### src/rtl/cmp_pkg.sv
// Shared types and constants for the serial magnitude comparator.
package cmp_pkg;

  typedef enum logic [1:0] {
    IDLE = 2'd0,
    RUN  = 2'd1
  } state_t;

  // Result encoding as {greater, equal, less}
  localparam logic [2:0] RES_GT = 3'b100;
  localparam logic [2:0] RES_EQ = 3'b010;
  localparam logic [2:0] RES_LT = 3'b001;

  function automatic int cnt_width(input int digits);
    return $clog2(digits + 1);
  endfunction

endpackage

### src/rtl/cmp2_slice.sv
// Combinational 2-bit unsigned compare; exactly one of gt/eq/lt is high.
module cmp2_slice (
  input  logic [1:0] x,
  input  logic [1:0] y,
  output logic       gt,
  output logic       eq,
  output logic       lt
);

  assign gt = (x > y);
  assign eq = (x == y);
  assign lt = (x < y);

endmodule

### src/rtl/serial_magnitude_comparator.sv
// Multi-cycle unsigned comparator: scans MSB-first one 2-bit digit per cycle,
// exiting on the first unequal digit.
module serial_magnitude_comparator
  import cmp_pkg::*;
#(
  parameter  int WIDTH  = 8,
  localparam int DIGITS = WIDTH / 2,
  localparam int CNT_W  = cnt_width(WIDTH / 2)
) (
  input  logic             clk,
  input  logic             rst_n,
  input  logic             start,
  input  logic [WIDTH-1:0] a,
  input  logic [WIDTH-1:0] b,
  output logic             busy,
  output logic             done,
  output logic             greater,
  output logic             equal,
  output logic             less,
  output logic [CNT_W-1:0] digits_used
);

  localparam int IDX_W = (DIGITS > 1) ? $clog2(DIGITS) : 1;
  localparam logic [IDX_W-1:0] IDX_LAST = IDX_W'(DIGITS - 1);

  if (WIDTH < 2 || (WIDTH % 2) != 0) begin : g_width_chk
    $error("serial_magnitude_comparator: WIDTH must be even and >= 2");
  end

  state_t           state_q, state_d;
  logic [WIDTH-1:0] op_a_q, op_a_d, op_b_q, op_b_d;
  logic [IDX_W-1:0] idx_q, idx_d;
  logic             busy_q, busy_d, done_q, done_d;
  logic             greater_q, greater_d, equal_q, equal_d, less_q, less_d;
  logic [CNT_W-1:0] digits_used_q, digits_used_d;

  logic s_gt, s_eq, s_lt;

  cmp2_slice u_slice (
    .x  (op_a_q[2*idx_q +: 2]),
    .y  (op_b_q[2*idx_q +: 2]),
    .gt (s_gt),
    .eq (s_eq),
    .lt (s_lt)
  );

  always_comb begin
    state_d       = state_q;
    op_a_d        = op_a_q;
    op_b_d        = op_b_q;
    idx_d         = idx_q;
    busy_d        = busy_q;
    done_d        = 1'b0;
    greater_d     = greater_q;
    equal_d       = equal_q;
    less_d        = less_q;
    digits_used_d = digits_used_q;
    unique case (state_q)
      IDLE: begin
        if (start) begin
          op_a_d    = a;
          op_b_d    = b;
          idx_d     = IDX_LAST;
          greater_d = 1'b0;
          equal_d   = 1'b0;
          less_d    = 1'b0;
          busy_d    = 1'b1;
          state_d   = RUN;
        end
      end
      RUN: begin
        if (!s_eq) begin
          greater_d     = s_gt;
          less_d        = s_lt;
          equal_d       = 1'b0;
          digits_used_d = CNT_W'(DIGITS) - CNT_W'(idx_q);
          done_d        = 1'b1;
          busy_d        = 1'b0;
          state_d       = IDLE;
        end else if (idx_q == '0) begin
          equal_d       = 1'b1;
          digits_used_d = CNT_W'(DIGITS);
          done_d        = 1'b1;
          busy_d        = 1'b0;
          state_d       = IDLE;
        end else begin
          idx_d = idx_q - 1'b1;
        end
      end
      default: begin
        busy_d  = 1'b0;
        state_d = IDLE;
      end
    endcase
  end

  always_ff @(posedge clk or negedge rst_n) begin
    if (!rst_n) begin
      state_q       <= IDLE;
      op_a_q        <= '0;
      op_b_q        <= '0;
      idx_q         <= '0;
      busy_q        <= 1'b0;
      done_q        <= 1'b0;
      greater_q     <= 1'b0;
      equal_q       <= 1'b0;
      less_q        <= 1'b0;
      digits_used_q <= '0;
    end else begin
      state_q       <= state_d;
      op_a_q        <= op_a_d;
      op_b_q        <= op_b_d;
      idx_q         <= idx_d;
      busy_q        <= busy_d;
      done_q        <= done_d;
      greater_q     <= greater_d;
      equal_q       <= equal_d;
      less_q        <= less_d;
      digits_used_q <= digits_used_d;
    end
  end

  assign busy        = busy_q;
  assign done        = done_q;
  assign greater     = greater_q;
  assign equal       = equal_q;
  assign less        = less_q;
  assign digits_used = digits_used_q;

endmodule

### config.mk
export PLATFORM = sky130hd
export DESIGN_NAME = serial_magnitude_comparator
export DESIGN_NICKNAME = d
export VERILOG_FILES = /design/src/rtl/cmp_pkg.sv /design/src/rtl/cmp2_slice.sv /design/src/rtl/serial_magnitude_comparator.sv
export SDC_FILE = /design/constraint.sdc
export NUM_CORES = 1
export LEC_CHECK = 0
export CORE_MARGIN = 4
export CORE_UTILIZATION = 45
export DETAILED_ROUTE_END_ITERATION = 7
export GPL_ROUTABILITY_DRIVEN = 0
export PLACE_DENSITY = 0.72
export RECOVER_POWER = 100
export SLEW_MARGIN = 20
export SYNTH_ARGS = -nofsm -noshare
export SYNTH_HDL_FRONTEND = slang
export SYNTH_SLANG_ARGS = --single-unit
### constraint.sdc
create_clock -name clk -period 2.3 [get_ports clk]
set_input_delay 0.69 -clock clk [delete_from_list [all_inputs] [get_ports clk]]
set_output_delay 0.69 -clock clk [all_outputs]
set_load 0.05 [all_outputs]
==> results of run 1 <==
[sequential cells by signal, indices dropped and copies added (netlist names)]
name,cells
idx_q,2
busy,1
digits_used,3
op_b_q,8
equal,1
less,1
done,1
op_a_q,8
greater,1
[layer usage]
metal,vias to the layer above,routed length (µm)
met5,-,0
li1,347,-
met4,0,45
met1,356,929
met2,22,990
met3,4,122
[kinds of logic after synthesis]
family	count (synthesis)
adders and majority gates	3
muxes	20
DFF	26
AOI/OAI and AO/OA	12
and+or+nand+nor	12
buffers and inverters	10
[power by group through the flow]
stage	combinational (W)	sequential, W	clock [W]
after CTS	0.00112	0.000812	0.000327
final	0.00100	0.000802	0.000314
after global placement	0.00107	0.000819	0
after floorplan	0.000748	0.000921	0
after detailed placement	0.00111	0.000822	0
after global routing	0.00110	0.000834	0.000341
[layout make-up]
cell class	instances	area, µm²
clock buffer	3	22.5
clock inverter	1	30.0
fill	226	1030
inverter	6	22.5
multi-input combinational	47	465
sequential	26	651
tap	30	37.5
timing repair buffer	28	264
[layout by cell type (no fill, tap or decap)]
master,netlist,routed
o2bb2ai_1,1,1
a21oi_1,3,3
dfrtp_1,26,26
bufinv_16,0,1
o21ai_0,4,4
nand2b_1,2,2
mux2_4,9,3
and4b_4,1,1
nor2_1,2,2
nand3_1,1,1
mux2_2,7,7
nor3_1,1,1
clkbuf_1,0,1
dlygate4sd3_1,0,1
clkbuf_2,0,2
or2_0,0,1
ha_1,3,3
clkbuf_4,0,3
nand2_1,3,3
a21o_1,1,1
clkdlybuf4s50_1,0,24
a22o_1,1,1
a2bb2oi_1,0,1
a32o_1,1,1
mux2_1,0,6
inv_1,6,6
nor2b_1,1,1
mux4_2,4,4
[final timing paths]
check / startpoint / end / slack, ps
min reg2reg: less / less / 500
min: less / less / 500
max in group asynchronous: rst_n / op_a_q[2] / 390
min in group asynchronous: rst_n / less / 1100
max: equal / equal / 80
max reg2reg: idx_q[0] / idx_q[1] / 140
[worst reg2reg max path, stage by stage (launching register included)]
cell and delay (ps):
dfrtp_1 560, mux4_2 550, ha_1 360, and4b_4 230, or2_0 220, a2bb2oi_1 140
[stage by stage]
step	power [W]	std cells	utilization, %
finish	0.00212	141	59.2
global route	0.00227	141	59.2
CTS	0.00225	141	61.4
detailed placement	0.00193	137	59.3
global placement	0.00189	137	59.3
floorplan	0.00167	83	-
==> impl_metrics.env, run 1 <==
export IMPL_outcome="finished, final reports clean"
export IMPL_period_share_pct=96.7
export IMPL_post_place_ws_ps=165
export IMPL_drv_slew=0
export IMPL_drtIter0Drc=22
export IMPL_fmax_mhz=450
export IMPL_fin_ws_ps=75.6
export IMPL_top_usage_layer="met2"
export IMPL_dieHeight_um=60.0
export IMPL_setup_tns_final_ps=0
export IMPL_synthAdderAreaFrac_pct=3.08
export IMPL_synth_avg_cell_area_um2=14.7
export IMPL_worstSetupStartpointType="flop"
export IMPL_rsz0062_at_grt="no"
export IMPL_synth_top_area_share_pct=53.4
export IMPL_antenna_cells=0
export IMPL_clk_path_buf_depth=2
export IMPL_synth_simple_area_share_pct=5.76
export IMPL_reg2reg_depth=5
export IMPL_power_density_nw_per_um2=1420
export IMPL_final_cell_area_um2=1490
export IMPL_finalHoldViolations=0
export IMPL_p_seq_share_pct=37.8
export IMPL_synth_cell_types=24
export IMPL_synth_top_family_by_area="multiplexers"
export IMPL_route_detailed_wl_per_inst_um=14.8
export IMPL_path_cells="clkdlybuf4s50_1"
export IMPL_power_frac_comb_pct=47.4
export IMPL_synth_xor_xnor_area_share_pct=0
export IMPL_yosys_top_cells_area="dfrtp_1 (53%), mux2_4 (11%), mux4_2 (7.4%), mux2_2 (6.5%), ha_1 (3.1%)"
export IMPL_dr_pass1_iters=4
export IMPL_core_area_um2=2520
export IMPL_synth_edf_count=0
export IMPL_grt_use_total_pct=13.4
export IMPL_die_area_um2=3600
export IMPL_critPathSlowestCell="clkdlybuf4s50_1"
export IMPL_clock_latency_ps=330
export IMPL_die_w_um=60.0
export IMPL_skew_ps=10.1
export IMPL_setup_viol=0
export IMPL_critPathKind="flop to output pin"
export IMPL_grtUsageMet3_pct=3.24
export IMPL_fin_nets=134
export IMPL_hold_buffers=0
export IMPL_cts_max_level=1
export IMPL_worst_pin_slew_ps=1370
export IMPL_vdd_drop_max_uv=857
export IMPL_io_buffer_count=26
export IMPL_post_cts_buffers=0
export IMPL_grt_use_met1_pct=16.6
export IMPL_pin_count=27
export IMPL_avgViaCountPerCell=5.17
export IMPL_drv_cap=0
export IMPL_ant_nets=0
export IMPL_rows=18
export IMPL_ys_seq_area_share_pct=53.4
export IMPL_cts_tree="built"
export IMPL_grtUsageMet2_pct=21.0
export IMPL_hp_class="flop to flop"
export IMPL_path_depth=1
export IMPL_route_vias_total=729
export IMPL_cts_num_sinks=26
export IMPL_first_global_vias=738
export IMPL_p_clk_share_pct=14.8
export IMPL_placed_area_um2=1500
export IMPL_p_sw_w=0.000796
export IMPL_synthFlopType="dfrtp_1"
export IMPL_arrival_ps=1530
export IMPL_cts_root_buf="clkbuf_4"
export IMPL_leakagePower_nw=0.663
export IMPL_start_util_pct=48.3
export IMPL_worstPathMaxFanout=3
export IMPL_synth_compound_area_share_pct=6.99
export IMPL_drc_errors=0
export IMPL_yosysWarnings=0
export IMPL_synth_fp_nets=105
export IMPL_grt_pass1_wl_um=3390
export IMPL_fin_crit_ps=2220
export IMPL_cp_top_family="buffers and inverters"
export IMPL_synth_seq_cells=26
export IMPL_place_hpwl_um=1580
export IMPL_overflow=0
export IMPL_slew_limit_headroom_pct=8.58
export IMPL_yosys_mux_area_fraction_pct=25.0
export IMPL_yosys_top_cells_count="dfrtp_1 (26), mux2_4 (9), mux2_2 (7), inv_1 (6)"
export IMPL_whs_path_depth=1
export IMPL_path_buf_inv=1
export IMPL_synth_most_common_cell="dfrtp_1"
export IMPL_fin_hold_ws_ps=505
export IMPL_cts_made_buffers=3
export IMPL_antenna_found_initial=0
export IMPL_path_clk_slew_ps=140
export IMPL_max_stage_delay_ps=810
export IMPL_async_reset_ff_share_pct=100
export IMPL_grt_max_degree=27
export IMPL_end_kind="output pin"
export IMPL_cp_required_ps=1610
export IMPL_area_delta_synth_final_pct=22.6
export IMPL_synth_area_leader_cell="dfrtp_1"
export IMPL_drive_gt1_share_pct=18.9
export IMPL_cts_repair_resized=0
export IMPL_routed_wl_um=2090
export IMPL_internal_power_w=0.00133
export IMPL_synthCells=83
export IMPL_netlist_area_um2=1220
export IMPL_switching_share_pct=37.5
Power figures use the tool's default switching activity.
==> run 2, diff against run 1 <==
--- a/config.mk
+++ b/config.mk
@@ -6,10 +6,10 @@
 export NUM_CORES = 1
 export LEC_CHECK = 0
 export CORE_MARGIN = 4
-export CORE_UTILIZATION = 45
+export CORE_UTILIZATION = 49
 export DETAILED_ROUTE_END_ITERATION = 7
 export GPL_ROUTABILITY_DRIVEN = 0
-export PLACE_DENSITY = 0.72
+export PLACE_DENSITY = 0.78
 export RECOVER_POWER = 100
 export SLEW_MARGIN = 20
 export SYNTH_ARGS = -nofsm -noshare
==> run 2 against run 1 <==
  * Count of clock-buffer cells in the layout is 1 higher
  * Sequential cell count stayed put
  * Critical path depth stayed put
  * Via count is 2.3% higher
  * Worst setup slack worse by 1.0 ps
  * Final cell count is 1.4% lower
  * Die area is 7.1% lower
  * Hold slack hardly changed
  * Highest routed layer unchanged
==> impl_metrics.env, run 2 (same netlist as run 1, synthesis figures left out) <==
export IMPL_vdd_drop_max_uv=794
export IMPL_cp_required_ps=1610
export IMPL_die_w_um=57.8
export IMPL_drc_errors=0
export IMPL_final_cell_area_um2=1480
export IMPL_overflow=0
export IMPL_drv_slew=0
export IMPL_antenna_cells=0
export IMPL_hold_buffers=0
export IMPL_first_global_vias=780
export IMPL_grt_pass1_wl_um=3570
export IMPL_critPathKind="flop to output pin"
export IMPL_route_vias_total=746
export IMPL_critPathSlowestCell="clkdlybuf4s50_1"
export IMPL_fin_hold_ws_ps=504
export IMPL_clock_latency_ps=330
export IMPL_max_stage_delay_ps=810
export IMPL_place_hpwl_um=1600
export IMPL_reg2reg_setup_slack_ps=240
export IMPL_power_density_nw_per_um2=1390
export IMPL_grt_max_degree=27
export IMPL_end_kind="output pin"
export IMPL_skew_ps=12.6
export IMPL_worst_pin_slew_ps=1330
export IMPL_rr_startpoint="idx_q[0]"
export IMPL_worstPathMaxFanout=3
export IMPL_rr_endpoint="idx_q[1]"
export IMPL_path_buf_inv=1
export IMPL_drv_cap=0
export IMPL_cts_num_sinks=26
export IMPL_leakagePower_nw=0.656
export IMPL_setup_tns_final_ps=0
export IMPL_drtIter0Drc=10
export IMPL_min_to="less"
export IMPL_whs_path_depth=1
export IMPL_dr_pass1_iters=3
export IMPL_slew_limit_headroom_pct=11.0
export IMPL_antenna_found_initial=0
export IMPL_outcome="finished, final reports clean"
export IMPL_placed_area_um2=1490
export IMPL_hold_start="less"
export IMPL_path_clk_slew_ps=140
export IMPL_ant_nets=0
export IMPL_fin_nets=134
export IMPL_start_util_pct=53.0
export IMPL_grt_use_total_pct=13.7
export IMPL_hp_class="flop to flop"
export IMPL_finalHoldViolations=0
export IMPL_setup_viol=0
export IMPL_io_buffer_count=26
export IMPL_period_share_pct=96.8
export IMPL_cts_made_buffers=3
export IMPL_reg2reg_depth=5
export IMPL_cts_root_buf="clkbuf_4"
export IMPL_fin_crit_ps=2230
export IMPL_core_area_um2=2300
export IMPL_fmax_mhz=449
export IMPL_avgViaCountPerCell=5.37
export IMPL_route_detailed_wl_per_inst_um=15.2
export IMPL_arrival_ps=1540
export IMPL_finalPower_w=0.00205
export IMPL_worstSetupStartpointType="flop"
export IMPL_die_area_um2=3350
export IMPL_layout_common_cells="dfrtp_1 (25), clkdlybuf4s50_1 (24), mux2_2 (7)"
export IMPL_path_depth=1
export IMPL_pin_count=27
export IMPL_routed_wl_um=2120
export IMPL_dieHeight_um=57.8
export IMPL_rsz0062_at_grt="no"
export IMPL_cp_top_family="buffers and inverters"
export IMPL_drive_gt1_share_pct=19.8
export IMPL_cts_tree="built"
export IMPL_rows=17
export IMPL_layout_cells_most_common="dfrtp_1"
export IMPL_area_delta_synth_final_pct=21.2
export IMPL_cts_max_level=1
export IMPL_path_cells="clkdlybuf4s50_1"
export IMPL_clk_path_buf_depth=2
run 2: cell type report:
cell class                 count  area, µm²
clock buffer                   4       36.3
fill                         184        822
inverter                       6       22.5
multi-input combinational     47        465
sequential                    26        652
tap                           28       35.0
timing repair buffer          28        264
run 2: how the worst max path moves through the flow:
stage                         from  slack (ps)  endpoint
after floorplan           idx_q[0]         290  idx_q[1]
after global placement    idx_q[0]         210  idx_q[1]
after detailed placement  idx_q[0]         150  idx_q[1]
after CTS                    equal          70     equal
after global routing         rst_n          40  idx_q[0]
final                        equal          70     equal
run 2: repair_timing:
action	in CTS	in global routing
endpoints found under the setup margin	0	1
setup buffers	0	0
resized for setup	0	1
run 2: layer usage:
layer	global-route usage [%]	vias up	wire length, µm
li1	-	351	-
met1	17.8	370	926
met2	22.6	23	1030
met3	5.12	2	144
met4	1.99	0	10
met5	0	-	0
run 2: power by group:
group / internal, W / total [W] / switching, W
registers: 0.000658 / 0.000806 / 0.000147
logic: 0.000493 / 0.00101 / 0.000518
clock network: 0.0000969 / 0.000231 / 0.000134
run 2: stage by stage:
stage	setup WS, ps	std cells	util (%)
floorplan	292	83	-
global placement	206	135	65.0
detailed placement	148	135	65.0
CTS	71.2	139	66.6
global route	35.4	139	64.2
finish	74.6	139	64.2
